`src/rtl/multicycle_alu.sv`:
```
// Multicycle signed ALU: single-cycle ADD/SUB and 16-iteration shift-add MUL / restoring DIV,
// handshaken with alu_start/alu_done.
module multicycle_alu #(
  parameter int WIDTH = 16,
  parameter int ITER  = 16
) (
  input  logic             clk,
  input  logic             reset,
  input  logic             alu_start,
  input  logic [2:0]       alu_opcode,
  input  logic [WIDTH-1:0] alu_a,
  input  logic [WIDTH-1:0] alu_b,
  output logic [WIDTH-1:0] alu_result_low,
  output logic [WIDTH-1:0] alu_result_high,
  output logic             alu_done,
  output logic             alu_overflow,
  output logic             alu_div_zero
);

  typedef enum logic [2:0] {
    S_IDLE,
    S_ADDSUB,
    S_ITER,
    S_FIX,
    S_DONE
  } state_t;

  localparam logic [2:0]       OP_ADD    = 3'b000;
  localparam logic [2:0]       OP_SUB    = 3'b001;
  localparam logic [4:0]       LAST_ITER = 5'(ITER - 1);
  localparam logic [WIDTH-1:0] MOST_NEG  = {1'b1, {(WIDTH-1){1'b0}}};
  localparam logic [WIDTH-1:0] MINUS_ONE = {WIDTH{1'b1}};

  state_t state, state_nxt;

  logic [2:0]       op_q;
  logic [WIDTH-1:0] a_q, b_q;
  logic [WIDTH:0]   mag_a_q, mag_b_q;
  logic [WIDTH:0]   acc_hi;
  logic [WIDTH-1:0] acc_lo;
  logic [4:0]       cnt;

  // |v| kept at WIDTH+1 bits so the most negative operand has an exact magnitude.
  function automatic logic [WIDTH:0] magnitude(input logic [WIDTH-1:0] v);
    logic [WIDTH:0] ext;
    ext = {v[WIDTH-1], v};
    return v[WIDTH-1] ? -ext : ext;
  endfunction

  logic             start_iter;
  logic [WIDTH:0]   in_mag_a, in_mag_b;
  assign start_iter = (alu_opcode[2:1] == 2'b01);
  assign in_mag_a   = magnitude(alu_a);
  assign in_mag_b   = magnitude(alu_b);

  logic [WIDTH-1:0] add_res, sub_res;
  logic             add_ovf, sub_ovf;
  assign add_res = a_q + b_q;
  assign sub_res = a_q - b_q;
  assign add_ovf = (a_q[WIDTH-1] == b_q[WIDTH-1]) && (add_res[WIDTH-1] != a_q[WIDTH-1]);
  assign sub_ovf = (a_q[WIDTH-1] != b_q[WIDTH-1]) && (sub_res[WIDTH-1] != a_q[WIDTH-1]);

  // MUL step: {acc_hi, acc_lo} holds partial product over the remaining multiplier bits.
  logic [WIDTH+1:0] mul_sum;
  assign mul_sum = {1'b0, acc_hi} + (acc_lo[0] ? {1'b0, mag_a_q} : '0);

  // DIV step: acc_hi is the partial remainder, acc_lo shifts dividend out and quotient in.
  logic [WIDTH:0]   div_shift;
  logic [WIDTH+1:0] div_diff;
  logic             div_ge;
  assign div_shift = {acc_hi[WIDTH-1:0], acc_lo[WIDTH-1]};
  assign div_diff  = {1'b0, div_shift} - {1'b0, mag_b_q};
  assign div_ge    = ~div_diff[WIDTH+1];

  logic               res_neg;
  logic [2*WIDTH-1:0] prod_mag, prod_signed;
  logic [WIDTH-1:0]   rem_mag, quot_signed, rem_signed;
  assign res_neg     = a_q[WIDTH-1] ^ b_q[WIDTH-1];
  assign prod_mag    = {acc_hi[WIDTH-1:0], acc_lo};
  assign prod_signed = res_neg ? -prod_mag : prod_mag;
  assign rem_mag     = acc_hi[WIDTH-1:0];
  assign quot_signed = res_neg ? -acc_lo : acc_lo;
  assign rem_signed  = a_q[WIDTH-1] ? -rem_mag : rem_mag;

  // NOTE: sequential state uses non-blocking assignments so every register samples pre-edge values.
  always_ff @(posedge clk) begin
    if (!reset) state <= S_IDLE;
    else        state <= state_nxt;
  end

  always_comb begin
    // NOTE: default first so no path through the case leaves state_nxt unassigned (no latch).
    state_nxt = state;
    case (state)
      S_IDLE:   if (alu_start) state_nxt = start_iter ? S_ITER : S_ADDSUB;
      S_ADDSUB: state_nxt = S_DONE;
      S_ITER:   if (cnt == LAST_ITER) state_nxt = S_FIX;
      S_FIX:    state_nxt = S_DONE;
      S_DONE:   if (!alu_start) state_nxt = S_IDLE;
      default:  state_nxt = S_IDLE;
    endcase
  end

  always_ff @(posedge clk) begin
    if (!reset) begin
      op_q            <= '0;
      a_q             <= '0;
      b_q             <= '0;
      mag_a_q         <= '0;
      mag_b_q         <= '0;
      acc_hi          <= '0;
      acc_lo          <= '0;
      cnt             <= '0;
      alu_result_low  <= '0;
      alu_result_high <= '0;
      alu_done        <= 1'b0;
      alu_overflow    <= 1'b0;
      alu_div_zero    <= 1'b0;
    end else begin
      case (state)
        S_IDLE: begin
          if (alu_start) begin
            op_q    <= alu_opcode;
            a_q     <= alu_a;
            b_q     <= alu_b;
            mag_a_q <= in_mag_a;
            mag_b_q <= in_mag_b;
            acc_hi  <= '0;
            acc_lo  <= alu_opcode[0] ? in_mag_a[WIDTH-1:0] : in_mag_b[WIDTH-1:0];
            cnt     <= '0;
          end
        end
        S_ADDSUB: begin
          alu_done     <= 1'b1;
          alu_div_zero <= 1'b0;
          case (op_q)
            OP_ADD: begin
              alu_result_low  <= add_res;
              alu_result_high <= {WIDTH{add_res[WIDTH-1]}};
              alu_overflow    <= add_ovf;
            end
            OP_SUB: begin
              alu_result_low  <= sub_res;
              alu_result_high <= {WIDTH{sub_res[WIDTH-1]}};
              alu_overflow    <= sub_ovf;
            end
            default: begin
              alu_result_low  <= '0;
              alu_result_high <= '0;
              alu_overflow    <= 1'b0;
            end
          endcase
        end
        S_ITER: begin
          cnt <= cnt + 5'd1;
          if (!op_q[0]) begin
            acc_hi <= mul_sum[WIDTH+1:1];
            acc_lo <= {mul_sum[0], acc_lo[WIDTH-1:1]};
          end else begin
            acc_hi <= div_ge ? div_diff[WIDTH:0] : div_shift;
            acc_lo <= {acc_lo[WIDTH-2:0], div_ge};
          end
        end
        S_FIX: begin
          alu_done <= 1'b1;
          if (!op_q[0]) begin
            {alu_result_high, alu_result_low} <= prod_signed;
            alu_overflow <= 1'b0;
            alu_div_zero <= 1'b0;
          end else if (b_q == '0) begin
            alu_result_low  <= MINUS_ONE;
            alu_result_high <= a_q;
            alu_overflow    <= 1'b0;
            alu_div_zero    <= 1'b1;
          end else begin
            alu_result_low  <= quot_signed;
            alu_result_high <= rem_signed;
            alu_overflow    <= (a_q == MOST_NEG) && (b_q == MINUS_ONE);
            alu_div_zero    <= 1'b0;
          end
        end
        S_DONE: if (!alu_start) alu_done <= 1'b0;
        default: ;
      endcase
    end
  end

endmodule

```
`config.mk`:
```
export PLATFORM = sky130hd
export DESIGN_NAME = multicycle_alu
export DESIGN_NICKNAME = d
export VERILOG_FILES = /design/src/rtl/multicycle_alu.sv
export SDC_FILE = /design/constraint.sdc
export NUM_CORES = 1
export LEC_CHECK = 0
export ABC_AREA = 1
export CORE_MARGIN = 8
export CORE_UTILIZATION = 45
export DETAILED_ROUTE_END_ITERATION = 10
export DONT_BUFFER_PORTS = 1
export MAX_ROUTING_LAYER = met4
export SLEW_MARGIN = 20
export SYNTH_ARGS = -nofsm -noshare
export SYNTH_HDL_FRONTEND = slang
export SYNTH_SLANG_ARGS = --single-unit
```
`constraint.sdc`:
```
create_clock -name clk -period 3.2 [get_ports clk]
set_clock_uncertainty 0.1 [all_clocks]
set_input_delay 0.16 -clock clk [delete_from_list [all_inputs] [get_ports clk]]
set_output_delay 0.16 -clock clk [all_outputs]
set_load 0.05 [all_outputs]
```
==> flow_metrics.tcl, run 1 <==
set metrics [dict create \
    cap_violations 0 \
    slowest_stage "dlygate4sd3_1" \
    ys_seq_area_share_pct 22.8 \
    rsz0062_at_grt "no" \
    cts-buffers-inserted 17 \
    drive_gt1_share_pct 6.75 \
    power.total_mw 8.12 \
    r2r-start "b_q[8]" \
    crit_end "alu_result_high[14]" \
    multiInputGateArea_sq_mm 0.00824 \
    r2r_end "alu_result_high[14]" \
    dieArea_sq_mm 0.0335 \
    ir_drop_mv 0.364 \
    drc 0 \
    post-place-ws_ns 0.535 \
    hold_viol_final 0 \
    synth-warning-count 0 \
    vias 14200 \
    drt_iter0_markers 1408 \
    routed_wl_um 51600 \
    viasPerCell 5.61 \
    dp.cells 2455 \
    cp_data_required_time_ns 3.44 \
    worstMarginPinSlew_ns 0.987 \
    cp-end-kind "register" \
    async_reset_ff_share_pct 0 \
    routabilityCongestion 1.02 \
    die_x_um 183 \
    fin_ws_ns 0.139 \
    status "finished, final reports clean" \
    layout_min_cycle_time_ns 3.06 \
    pin_count 73 \
    fin_nets 2248 \
    max_stage_delay_ns 0.54 \
    critPathLaunchType "register" \
    ys_seq_elements 143 \
    grt_overflow_total 0 \
    path_cells "inv_1, ha_1, inv_2, nand2_1, nand2_1, nand2_1, nand2_1, a21oi_2, nand3_1, nand3_1, nand2_2, nand2_4, nand3_2, nand2_1, dlygate4sd3_1, inv_1" \
    leakagePower_nw 7.06 \
    hp-start "alu_b[13]" \
    cts_setup_buffers 0 \
    ant_nets 0 \
    cts_tree "built" \
    relSlewSlack_pct 34.0 \
    critPathMaxFanout 17 \
    num_rows 61 \
    synth_fp_nets 2225 \
    dr.pass1.iters 5 \
    synth_area_per_cell_sq_um 5.95 \
    grt_start_max_net_pins 80 \
    clock_tree.buffer_depth 2 \
    netlist_instances 2113 \
    regArea_sq_mm 0.00286 \
    max_freq_mhz 327 \
    hp-class "in -> reg" \
    antenna_found_initial 1 \
    setup_tns_ns 0 \
    synth-edff-count 0 \
    grt_use_total_pct 31.5 \
    num-fill-cells 2999 \
    crit_start "b_q[8]" \
    io_buffers 0 \
    reg2reg_depth 16 \
    fin_cells 2527 \
    wl_per_cell_um 20.4 \
    path_clk_slew_ns 0.07 \
    clk_latency_ns 0.44 \
    grt_pass1_vias 13400 \
    finalSetupViolations 0 \
    syn-cell-area_sq_mm 0.0126 \
    cts_max_level 4 \
    crit_top_cell "nand2_1" \
    ys.flop_type "dfxtp_1" \
    cts-root-buf "clkbuf_16" \
    crit_type "reg -> reg" \
    worstPathArrival_ns 3.30 \
    hold_ws_ns 0.00450 \
    start_util_pct 45.5 \
    grt_pass1_wl_um 79400 \
    drv_slew 0 \
    area_growth_pct 11.5 \
    dieHeight_um 183 \
    power.density_mw_per_mm2 579 \
    fin_crit_sh_pct 95.6 \
    dpl.hpwl_um 40400 \
    coreArea_sq_mm 0.0276 \
    r2r_slack_ns 0.14 \
    yosysUniqueCellTypes 50 \
    cts.sinks 143 \
]
-- how the worst min path moves through the flow --
stage                                to  cells past startpoint  slack, ns
floorplan                       op_q[2]                      2       0.20
global placement    alu_result_high[15]                      2       0.18
detailed placement  alu_result_high[15]                      2       0.18
CTS                           acc_lo[0]                      4      0.003
global route                mag_b_q[13]                      3       0.03
finish                      mag_b_q[13]                      3      0.004
-- flip-flops by register name, summed over array words and instances, names as in the netlist --
name / cells
alu_overflow: 1
alu_done: 1
alu_result_low: 16
acc_hi: 17
a_q: 16
mag_a_q: 16
b_q: 16
cnt: 5
acc_lo: 16
op_q: 3
alu_div_zero: 1
state: 3
mag_b_q: 16
alu_result_high: 16
-- cells in the mapped netlist (10+ instances only) --
cell      instances  area share [%]
nor4_1           12            0.60
clkbuf_1         40             1.2
buf_1            14            0.42
nand2_2          13            0.65
nand4_1          28             1.4
o21bai_1         21             1.3
xnor2_1          10            0.70
inv_1           281             8.4
o211ai_1         18             1.1
nor2_1          176             5.3
xor2_1           39             2.7
nand3_1         187             7.4
nand2_1         587              18
nor3_1           13            0.52
inv_2            19            0.57
ha_1             70             7.0
a21oi_1         171             6.8
dfxtp_1         143              23
o21ai_0         141             5.6
nand3b_1         11            0.66
buf_2            18            0.72
-- placed cells by master (no fill, tap or decap), types with 6 or more instances in the layout --
cell type,instances
nand3b_1,11
nor4_1,12
a21oi_2,7
and2_1,6
inv_2,19
o21bai_1,21
nand3_1,186
nand3_2,8
dlygate4sd3_1,39
nor2_2,6
buf_4,44
a21oi_1,170
inv_1,281
nor3_1,13
ha_1,67
a21o_1,8
o22ai_1,8
nor2_1,175
o211ai_1,18
clkbuf_16,17
a22oi_1,6
nand2_2,13
o21ai_1,7
nand4_1,28
xnor2_1,10
dfxtp_1,143
o21ai_0,141
xor2_1,39
nand2_1,587
-- kinds of logic after synthesis --
kind of cell | share of synthesized area, %
AO/OA/AOI/OAI | 18.4
buffers and inverters | 11.9
flip-flops | 22.8
adder cells (fa/ha/maj) | 7.60
AND/OR/NAND/NOR | 35.9
XOR/XNOR | 3.41
-- repair_timing --
action	CTS	global route
resized for setup	0	5
hold endpoints to repair	97	0
hold buffers	40	0
endpoints found under the setup margin	0	1
-- per-stage QoR --
step,instance area (sq um),util [%]
after global placement,13000,47.1
after detailed placement,13000,47.1
after floorplan,12600,-
final,14000,50.7
after CTS,14000,50.7
after global routing,14000,50.7
-- power by group --
| part | total (mW) | switching [mW] | internal (mW) |
|---|---|---|---|
| Sequential | 2.41 | 0.402 | 2.01 |
| Clock | 2.02 | 0.876 | 1.15 |
| Combinational | 3.69 | 2.58 | 1.12 |
| Total | 8.12 | 3.85 | 4.27 |
-- routing by layer --
layer  GRT usage [%]  vias up  part of all wire (%)
li1                -     6923                     -
met1            40.4     6549                    44
met2            49.7      611                    45
met3            5.22       92                   8.0
met4            10.5        0                   3.4
met5               -        -                     0
-- final cells by class --
cell class / count / share of cell area (%)
clock inverter: 13 / 0.999
tap: 378 / 3.37
inverter: 301 / 8.06
multi-input combinational: 1589 / 58.7
clock buffer: 18 / 3.06
antenna: 1 / 0.0178
timing repair buffer: 84 / 5.34
sequential: 143 / 20.4
-- critical path, delay by kind of cell, from the launching register on --
kind	cells	cell delay, ns
fa+ha+maj	1	0.53
buf+inv	4	0.78
flops	1	0.33
simple gates	10	1.00
compound gates	1	0.22
(Power assumes the default switching activity.)
==> run 2, diff against run 1 <==
==> constraint.sdc (replaced) <==
create_clock -name clk -period 3.2 [get_ports clk]
set_clock_uncertainty 0.1 [all_clocks]
set_input_delay 0 -clock clk [delete_from_list [all_inputs] [get_ports clk]]
set_output_delay 0 -clock clk [all_outputs]
set_load 0.05 [all_outputs]
==> run 2 against run 1 <==
  * Register-to-register slack improved by 0.03 ns
  * Utilization is 0.93 points higher
  * First-iteration DRC count decreased by 9.2%
  * Wire length down 1.0%
  * Clock power rose by 7%
  * Clock-buffer cell count is 1 lower
  * Maximum frequency increased by 0.88%
  * Final area is 1.8% higher
  * Die area stayed put
  * Cell count up 0.83%
  * Global-route usage shrank 0.51 points
  * Largest power group unchanged
==> flow_metrics.tcl, run 2 (synthesis gave the netlist of run 1 again) <==
set metrics [dict create \
    status "finished, final reports clean" \
    critPathLaunchType "register" \
    cts_setup_buffers 0 \
    drc 0 \
    cts.sinks 143 \
    drive_gt1_share_pct 6.78 \
    pin_count 73 \
    cap_violations 0 \
    max_freq_mhz 330 \
    die_x_um 183 \
    grt_use_total_pct 31.0 \
    drv_slew 0 \
    grt_pass1_wl_um 77900 \
    io_buffers 0 \
    finalSetupViolations 0 \
    final_core_util_pct 51.7 \
    relSlewSlack_pct 23.9 \
    grt_pass1_vias 13400 \
    power.density_mw_per_mm2 582 \
    fin_nets 2268 \
    ant_nets 0 \
    cp_data_required_time_ns 3.44 \
    routabilityCongestion 0.984 \
    viasPerCell 5.60 \
    cts-buffers-inserted 17 \
    worstPathArrival_ns 3.27 \
    worstMarginPinSlew_ns 1.14 \
    layout_min_cycle_time_ns 3.03 \
    grt_start_max_net_pins 90 \
    wl_per_cell_um 20.0 \
    num_rows 61 \
    drt_iter0_markers 1278 \
    dieArea_sq_mm 0.0335 \
    ir_drop_mv 0.285 \
    coreArea_sq_mm 0.0276 \
    largest_reg_flops 17 \
    start_util_pct 45.5 \
    dieHeight_um 183 \
    hold_viol_final 0 \
    hp-class "in -> reg" \
    final_common_cell "nand2_1" \
    critPathMaxFanout 17 \
    fin_crit_sh_pct 94.8 \
    dr.pass1.iters 5 \
    cp-end-kind "register" \
    vias 14300 \
    crit_type "reg -> reg" \
    layout_common_cells "nand2_1, inv_1, nand3_1" \
    antenna_found_initial 2 \
    clock_tree.buffer_depth 2 \
    leakagePower_nw 7.17 \
    routed_wl_um 51000 \
    path_clk_slew_ns 0.07 \
    cts-root-buf "clkbuf_16" \
    clk_latency_ns 0.44 \
    regMostFlops "acc_hi" \
    cts_tree "built" \
    dpl.hpwl_um 39800 \
    num-fill-cells 2936 \
    setup_tns_ns 0 \
    rsz0062_at_grt "no" \
    grt_overflow_total 0 \
    cts_max_level 4 \
    area_growth_pct 13.6 \
]
## run 2: cell types whose count changed in the layout (fill, tap and decap cells not counted), sizes merged
cell | before | now
dlygate4sd3 | 39 | 59
inv | 303 | 308
clkinv | 6 | 3
clkbuf | 18 | 17
## run 2: layout make-up
class | count | area (sq um) | share of cell area [%]
clock inverter | 15 | 190 | 1.33
inverter | 301 | 1130 | 7.91
sequential | 143 | 2860 | 20.0
multi-input combinational | 1589 | 8230 | 57.7
clock buffer | 17 | 425 | 2.98
antenna | 1 | 2.50 | 0.0175
tap | 378 | 473 | 3.31
timing repair buffer | 104 | 961 | 6.73
## run 2: worst paths after layout
check	cells past startpoint	end	slack, ns	start
setup / recovery	16	alu_result_high[6]	0.17	b_q[8]
hold / removal	6	mag_b_q[15]	0.005	alu_b[9]
setup reg to reg	16	alu_result_high[6]	0.17	b_q[8]
hold reg to reg	2	mag_b_q[16]	0.36	mag_b_q[16]
## run 2: critical path, stage by stage (launching register included)
cell and delay, ns:
dfxtp_1 0.33, inv_1 0.10, ha_1 0.51, inv_2 0.11
nand2_1 0.09, nand2_1 0.07, nand2_1 0.06, nand2_1 0.08
a21oi_2 0.22, nand3_1 0.10, nand3_1 0.13, nand2_2 0.07
nand2_4 0.22, nand3_2 0.11, nand2_1 0.06, dlygate4sd3_1 0.54
inv_1 0.03
## run 2: metal layers
| metal | wire length [um] | global-route usage [%] | up-vias |
|---|---|---|---|
| li1 | - | - | 6970 |
| met1 | 21900 | 38.2 | 6566 |
| met2 | 22300 | 47.6 | 616 |
| met3 | 4340 | 6.71 | 111 |
| met4 | 2510 | 14.9 | 0 |
| met5 | 0 | - | - |
## run 2: repair_timing
| item | 4_1_cts | 5_1_grt |
|---|---|---|
| hold buffers | 60 | 0 |
| endpoints found under the hold margin | 101 | 0 |
| endpoints found under the setup margin | 0 | 1 |
| resized for setup | 0 | 5 |
## run 2: stage by stage
| stage | hold slack [ns] | power [mW] | instances | setup WS (ns) | cell area [sq um] |
|---|---|---|---|---|---|
| after global routing | 0.0198 | 8.82 | 2548 | 0.00521 | 14300 |
| after detailed placement | 0.0279 | 5.96 | 2455 | 0.471 | 13000 |
| after global placement | 0.0180 | 5.95 | 2455 | 0.540 | 13000 |
| final | 0.00491 | 8.31 | 2548 | 0.166 | 14300 |
| after floorplan | 0.0446 | 4.89 | 2113 | 0.699 | 12600 |
| after CTS | 0.00244 | 8.24 | 2547 | 0.162 | 14300 |
## run 2: power by group
group | switching (mW) | leakage (nW) | internal, mW
Sequential | 0.401 | 1.17 | 2.01
Combinational | 2.57 | 5.71 | 1.17
Clock | 0.981 | 0.293 | 1.19
